`src/rtl/riscv_pkg.sv`:
```
`default_nettype none
// ============================================================================
//  Module   : riscv_pkg
//  Brief    : Shared core constants, the writeback request record and a
//             register one-hot helper used by the writeback stage.
//  Revision : 1.0 - initial release
// ============================================================================
package riscv_pkg;

   localparam int XLEN     = 32;
   localparam int REG_AW   = 5;
   localparam int NUM_REGS = 32;

   // One writeback request: destination register plus result value.
   typedef struct packed {
      logic [REG_AW-1:0] rd;
      logic [XLEN-1:0]   data;
   } wb_req_t;

   // One-hot mask for register r; x0 maps to an all-zero mask so it can
   // never be marked busy.
   function automatic logic [NUM_REGS-1:0] reg_onehot(input logic [REG_AW-1:0] r);
      logic [NUM_REGS-1:0] v;
      v = '0;
      if (r != '0) begin
         v[r] = 1'b1;
      end
      return v;
   endfunction

endpackage : riscv_pkg
`default_nettype wire

```
`src/rtl/wb_fifo.sv`:
```
`default_nettype none
// ============================================================================
//  Module   : wb_fifo
//  Brief    : Small synchronous FIFO with valid/ready on both sides and an
//             occupancy count. Push and pop may coincide when non-empty;
//             ready on the push side depends on stored state only.
//  Revision : 1.0 - initial release
// ============================================================================
module wb_fifo #(
   parameter int DEPTH = 2,
   parameter int WIDTH = 37
) (
   input  logic                       clk,
   input  logic                       rst,
   input  logic                       i_push_valid,
   output logic                       o_push_ready,
   input  logic [WIDTH-1:0]           i_push_data,
   output logic                       o_pop_valid,
   input  logic                       i_pop_ready,
   output logic [WIDTH-1:0]           o_pop_data,
   output logic [$clog2(DEPTH+1)-1:0] o_count
);

   localparam int c_PTR_W = (DEPTH > 1) ? $clog2(DEPTH) : 1;
   localparam int c_CNT_W = $clog2(DEPTH+1);

   logic [WIDTH-1:0]   r_mem [DEPTH];
   logic [c_PTR_W-1:0] r_wr_ptr;
   logic [c_PTR_W-1:0] r_rd_ptr;
   logic [c_CNT_W-1:0] r_count;

   logic               w_push;
   logic               w_pop;

   assign o_push_ready = (r_count != c_CNT_W'(DEPTH));
   assign o_pop_valid  = (r_count != '0);
   assign o_pop_data   = r_mem[r_rd_ptr];
   assign o_count      = r_count;

   assign w_push = i_push_valid && o_push_ready;
   assign w_pop  = o_pop_valid  && i_pop_ready;

   // Storage array: written on push, no reset needed since count guards reads.
   always_ff @(posedge clk) begin
      if (w_push) begin
         r_mem[r_wr_ptr] <= i_push_data;
      end
   end

   // Pointers wrap at DEPTH; occupancy tracks push/pop independently.
   always_ff @(posedge clk or negedge rst) begin
      if (!rst) begin
         r_wr_ptr <= '0;
         r_rd_ptr <= '0;
         r_count  <= '0;
      end else begin
         if (w_push) begin
            r_wr_ptr <= (r_wr_ptr == c_PTR_W'(DEPTH-1)) ? '0 : r_wr_ptr + 1'b1;
         end
         if (w_pop) begin
            r_rd_ptr <= (r_rd_ptr == c_PTR_W'(DEPTH-1)) ? '0 : r_rd_ptr + 1'b1;
         end
         case ({w_push, w_pop})
            2'b10:   r_count <= r_count + 1'b1;
            2'b01:   r_count <= r_count - 1'b1;
            default: r_count <= r_count;
         endcase
      end
   end

endmodule : wb_fifo
`default_nettype wire

```
`src/rtl/wb_arbiter.sv`:
```
`default_nettype none
// ============================================================================
//  Module   : wb_arbiter
//  Brief    : Writeback stage feeding the register file's single write port.
//             Merges ALU results with queued load responses (bounded load
//             bursts so the ALU is never starved), registers the winner with
//             one cycle of latency and keeps a per-register load scoreboard.
//  Revision : 1.0 - initial release
// ============================================================================
module wb_arbiter
   import riscv_pkg::*;
#(
   parameter int LQ_DEPTH  = 2,
   parameter int MAX_BURST = 4
) (
   input  logic                clk,
   input  logic                rst,
   input  logic                alu_valid,
   output logic                alu_ready,
   input  logic [REG_AW-1:0]   alu_rd,
   input  logic [XLEN-1:0]     alu_data,
   input  logic                lsu_valid,
   output logic                lsu_ready,
   input  logic [REG_AW-1:0]   lsu_rd,
   input  logic [XLEN-1:0]     lsu_data,
   input  logic                issue_valid,
   input  logic [REG_AW-1:0]   issue_rd,
   output logic [NUM_REGS-1:0] busy,
   output logic                wb_we,
   output logic [REG_AW-1:0]   wb_rd,
   output logic [XLEN-1:0]     wb_data
);

   localparam int c_BURST_W = $clog2(MAX_BURST+1);
   localparam int c_LQCNT_W = $clog2(LQ_DEPTH+1);

   wb_req_t                w_lsu_req;
   wb_req_t                w_alu_req;
   wb_req_t                w_lq_head;
   wb_req_t                w_win;
   logic                   w_lq_valid;
   logic [c_LQCNT_W-1:0]   w_lq_count;
   logic                   w_unused_lq;

   logic                   w_load_grant;
   logic                   w_alu_grant;
   logic [c_BURST_W-1:0]   w_burst_nxt;
   logic [NUM_REGS-1:0]    w_busy_set;
   logic [NUM_REGS-1:0]    w_busy_clr;

   logic [c_BURST_W-1:0]   r_burst;
   logic [NUM_REGS-1:0]    r_busy;
   logic                   r_wb_we;
   logic [REG_AW-1:0]      r_wb_rd;
   logic [XLEN-1:0]        r_wb_data;

   assign w_lsu_req = '{rd: lsu_rd, data: lsu_data};
   assign w_alu_req = '{rd: alu_rd, data: alu_data};

   // Load response queue; the arbiter only needs its empty/full view, so
   // the occupancy count is folded into a sink.
   wb_fifo #(
      .DEPTH (LQ_DEPTH),
      .WIDTH ($bits(wb_req_t))
   ) u_lq (
      .clk          (clk),
      .rst          (rst),
      .i_push_valid (lsu_valid),
      .o_push_ready (lsu_ready),
      .i_push_data  (w_lsu_req),
      .o_pop_valid  (w_lq_valid),
      .i_pop_ready  (w_load_grant),
      .o_pop_data   (w_lq_head),
      .o_count      (w_lq_count)
   );

   assign w_unused_lq = ^w_lq_count;

   // Pick one winner per cycle: loads first until the burst limit is hit
   // while an ALU result waits; ALU readiness never looks at lsu_valid.
   always_comb begin
      w_load_grant = w_lq_valid && (!alu_valid || (r_burst < c_BURST_W'(MAX_BURST)));
      w_alu_grant  = alu_valid  && (!w_lq_valid || (r_burst == c_BURST_W'(MAX_BURST)));
      w_burst_nxt  = '0;
      if (w_load_grant && alu_valid) begin
         w_burst_nxt = r_burst + 1'b1;
      end
      w_win = w_load_grant ? w_lq_head : w_alu_req;
   end

   assign alu_ready = w_alu_grant;

   // Scoreboard updates: issue sets, load writeback clears, set wins a tie.
   always_comb begin
      w_busy_set = issue_valid  ? reg_onehot(issue_rd)     : '0;
      w_busy_clr = w_load_grant ? reg_onehot(w_lq_head.rd) : '0;
   end

   // Burst counter and scoreboard state.
   always_ff @(posedge clk or negedge rst) begin
      if (!rst) begin
         r_burst <= '0;
         r_busy  <= '0;
      end else begin
         r_burst <= w_burst_nxt;
         r_busy  <= (r_busy & ~w_busy_clr) | w_busy_set;
      end
   end

   // Writeback register: x0 results are consumed but never enable a write.
   always_ff @(posedge clk or negedge rst) begin
      if (!rst) begin
         r_wb_we   <= 1'b0;
         r_wb_rd   <= '0;
         r_wb_data <= '0;
      end else if (w_load_grant || w_alu_grant) begin
         r_wb_we   <= (w_win.rd != '0);
         r_wb_rd   <= w_win.rd;
         r_wb_data <= w_win.data;
      end else begin
         r_wb_we   <= 1'b0;
      end
   end

   assign busy    = r_busy;
   assign wb_we   = r_wb_we;
   assign wb_rd   = r_wb_rd;
   assign wb_data = r_wb_data;

endmodule : wb_arbiter
`default_nettype wire

```
`config.mk`:
```
export PLATFORM = sky130hd
export DESIGN_NAME = wb_arbiter
export DESIGN_NICKNAME = d
export VERILOG_FILES = /design/src/rtl/riscv_pkg.sv /design/src/rtl/wb_fifo.sv /design/src/rtl/wb_arbiter.sv
export SDC_FILE = /design/constraint.sdc
export NUM_CORES = 1
export LEC_CHECK = 0
export ABC_CLOCK_PERIOD_IN_PS = 8020
export CAP_MARGIN = 25
export CORE_ASPECT_RATIO = 1.25
export CORE_MARGIN = 8
export CORE_UTILIZATION = 40
export CTS_BUF_LIST = sky130_fd_sc_hd__clkbuf_4 sky130_fd_sc_hd__clkbuf_8 sky130_fd_sc_hd__clkbuf_16
export CTS_CLUSTER_DIAMETER = 50
export DETAILED_ROUTE_END_ITERATION = 16
export GPL_TIMING_DRIVEN = 0
export HOLD_SLACK_MARGIN = 0.02
export PLACE_DENSITY = 0.7
export SYNTH_ARGS = -nofsm -noshare
export SYNTH_HDL_FRONTEND = slang
export SYNTH_SLANG_ARGS = --single-unit
```
`constraint.sdc`:
```
create_clock -name clk -period 8.02 [get_ports clk]
set_clock_uncertainty 0.15 [all_clocks]
set_input_delay 2.406 -clock clk [delete_from_list [all_inputs] [get_ports clk]]
set_output_delay 2.406 -clock clk [all_outputs]
set_load 0.1 [all_outputs]
```
==> results.md <==
* Min Tclk post-route at roughly 7.5 ns
* Setup TNS at 0 ns
* CP Cell Sequence: clkdlybuf4s50_1, and2_1, clkbuf_1, clkdlybuf4s50_1
* First-pass DRT Iterations at 5
* Total setup buffers inserted after CTS at 0
* Worst slew pin tran at around 1.1 ns
* Clk Latency, worst-skew pair at just over 0.4 ns
* Critical Path Fanout Max at 10
* RR Endpoint: u_lq.o_count[1]
* Die width at approximately 130 um
* Hold WS at slightly above 0.3 ns
* Share of flip-flops with an asynchronous set or reset at approximately 50%
* P&R area growth vs syn at 37.2%
* Final hold vios at 0
* First-pass GRT wire length at 30,800 um
* Worst path arrival time at 4.98 ns
* RSZ-0062 raised after global routing: no
* Number of cells on the critical path at 4
* Slew Limit Fails at 0
* Hold-fix buffers, CTS at 0
* CTS Buffer Depth at 2
* Final std cells w/o fill at 948
* Layout cell share with drive strength beyond 1 at about 9.8%
* CTS tree: yes
* DRC viols at 0
* # IOs at 156
* Final #Nets at 802
* CP Capture Type: primary output
* H-tree depth at 4
* CP delay by family, top: buffers and inverters
* P_leak at about 3.5 nW
* Peak supply drop at around 0.00029 V
* I/O Buffers at between 150 and 200
* Worst Setup EP: alu_ready
* Worst-case reg-to-reg path depth at 7
* Initial antenna violation count at 0
* Critical Path Start: alu_valid
* Starting Density at just over 40%
* Vias in the first global route at around 5,700
* Tot Pwr at roughly 0.0042 W
* Slew headroom at between 20% and 30%
* CP bufs+invs at 3
* Register bit total from synthesis at roughly 150
* Clock sinks at about 150
* Cts bufs inserted at 17
* Worst setup SP type: input port
* Post-synthesis cell count at 538
* Min-delay worst type: reg -> reg
* Final HPWL DP at approximately 15,000 um
* Row count at 53
* CORE AREA at between 0.015 and 0.02 mm^2
* Overflow after GRT at 0
* 1st-iter DRT viols at approximately 430
* Reg2Reg Setup Slack at 5.85 ns
* Mean Syn Cell Area at about 12 um^2
* Routed WL at approximately 20,000 um
* Clock root cell: clkbuf_16
* # diodes at 0
* Post-synthesis sequential area ratio at between 60% and 70%
* Worst setup path class: in -> out
* Worst path required time at ~5.5 ns
* FMAX at between 100 and 150 MHz
* Synth warn at 0
* CP peak stage delay at approximately 1.3 ns
* Post-synth top flop: dfrtp_1
* # placed instances at just over 900
* Synthesized cell area at 0.00670 mm^2
* Vias per std cell at 5.48
* CP dominant cell by count: clkdlybuf4s50_1
* Pin count of the biggest net entering global routing at between 40 and 50
* Die Y-Extent at 161 um
* Pwr per Cell Area at 456 mW/mm^2
* EDFF count, synth at between 70 and 80
* # setup viols final at 0
* Slowest CP cell: clkdlybuf4s50_1
* Die Area at 0.0212 mm^2
* Final Wtd Congestion at 0.935
* Reg clk slew, reported paths at 0.06 ns
* Status: finished clean
* Antenna viol nets, final at 0
* Max-cap viol count at 0
* Worst R2R Start: u_lq.o_count[0]
* Total track usage at 18.6%
* Vias at ~5,200
* Netlist cell types at 57
* Post-DR wirelength/cell at ~21 um
* Post-CTS sizing at 0
* Syn Nets at 625
* Crit share post-route at 93.9%
[cell type report]
type / count / area (um^2)
fill: 1409 / 7450
sequential: 151 / 4150
multi-input combinational: 313 / 2210
timing repair buffer: 158 / 1620
clock buffer: 20 / 454
tap: 220 / 275
buffer: 43 / 234
clock inverter: 12 / 129
inverter: 31 / 116
[cells by family after synthesis]
group | synth area share (%)
flops | 61.9
simple gates | 11.1
compound gates | 14.9
buf+inv | 5.23
mux | 5.69
xor+xnor | 0.653
fa+ha+maj | 0.560
[sequential cells by signal, summed over array words and instances (netlist names)]
| register | count |
|---|---|
| wb_we | 1 |
| u_lq.r_mem | 74 |
| u_lq.r_rd_ptr | 1 |
| busy | 32 |
| u_lq.r_wr_ptr | 1 |
| wb_rd | 5 |
| u_lq.o_count | 2 |
| r_burst | 3 |
| wb_data | 32 |
[per-stage QoR]
step | worst slack [ns] | area (um^2) | utilization (%)
after floorplan | 1.93 | 6700 | -
after global placement | 0.547 | 8530 | 51.3
after detailed placement | 0.527 | 8610 | 51.7
after CTS | 0.528 | 9200 | 55.2
after global routing | 0.377 | 9200 | 55.2
final | 0.486 | 9200 | 55.2
[cell usage in the layout (no fill, tap or decap), drive strengths merged, types with 5 or more instances in the layout]
| master | n |
|---|---|
| clkbuf | 36 |
| edfxtp | 74 |
| a211o | 17 |
| nand3 | 37 |
| a31oi | 14 |
| dfrtp | 77 |
| o31ai | 14 |
| nor2b | 5 |
| nand2b | 5 |
| clkinv | 5 |
| nor2 | 19 |
| buf | 31 |
| o221ai | 34 |
| nand2 | 51 |
| o211ai | 14 |
| mux2i | 35 |
| clkdlybuf4s50 | 154 |
| o31a | 6 |
| inv | 32 |
[synth_stat cells (all sizes together) (3+ instances only)]
master	count	area [um^2]
a211o	17	149
a221o	3	30.0
a31oi	14	87.6
and2	4	25.0
and3b	4	35.0
buf	27	174
clkbuf	16	60.1
dfrtp	77	1930
edfxtp	74	2220
ha	3	37.5
inv	31	116
mux2i	35	367
nand2	51	194
nand2b	5	31.3
nand3	37	185
nand3b	4	30.0
nor2	19	71.3
nor2b	5	31.3
nor3	3	15.0
nor3b	4	30.0
o211ai	14	105
o221ai	34	298
o31a	6	52.6
o31ai	14	105
or3b	4	35.0
xnor2	4	35.0
[layer usage]
metal  GRT usage (%)  wire (um)  up-vias
met1            20.9       7730     2571
met5               0          0        -
met4            5.49        265        0
met2            32.7      10200      210
li1                -          -     2390
met3            6.56       1420       20
[how the worst min path moves through the flow]
stage | start | endpoint | slack, ns | cells past startpoint
final | busy[0] | busy[0] | 0.30 | 1
after global routing | busy[0] | busy[0] | 0.34 | 1
after CTS | busy[0] | busy[0] | 0.31 | 1
after detailed placement | busy[0] | busy[0] | 0.30 | 1
after global placement | busy[0] | busy[0] | 0.29 | 1
after floorplan | u_lq.r_wr_ptr | u_lq.r_wr_ptr | 0.31 | 1
[where the power goes]
part           internal (W)  switching, W  leakage, nW
registers           0.00106      0.000130         1.51
logic              0.000617       0.00160         1.73
clock network      0.000472      0.000310        0.275
Note: power is estimated with default switching activity, not from simulation.
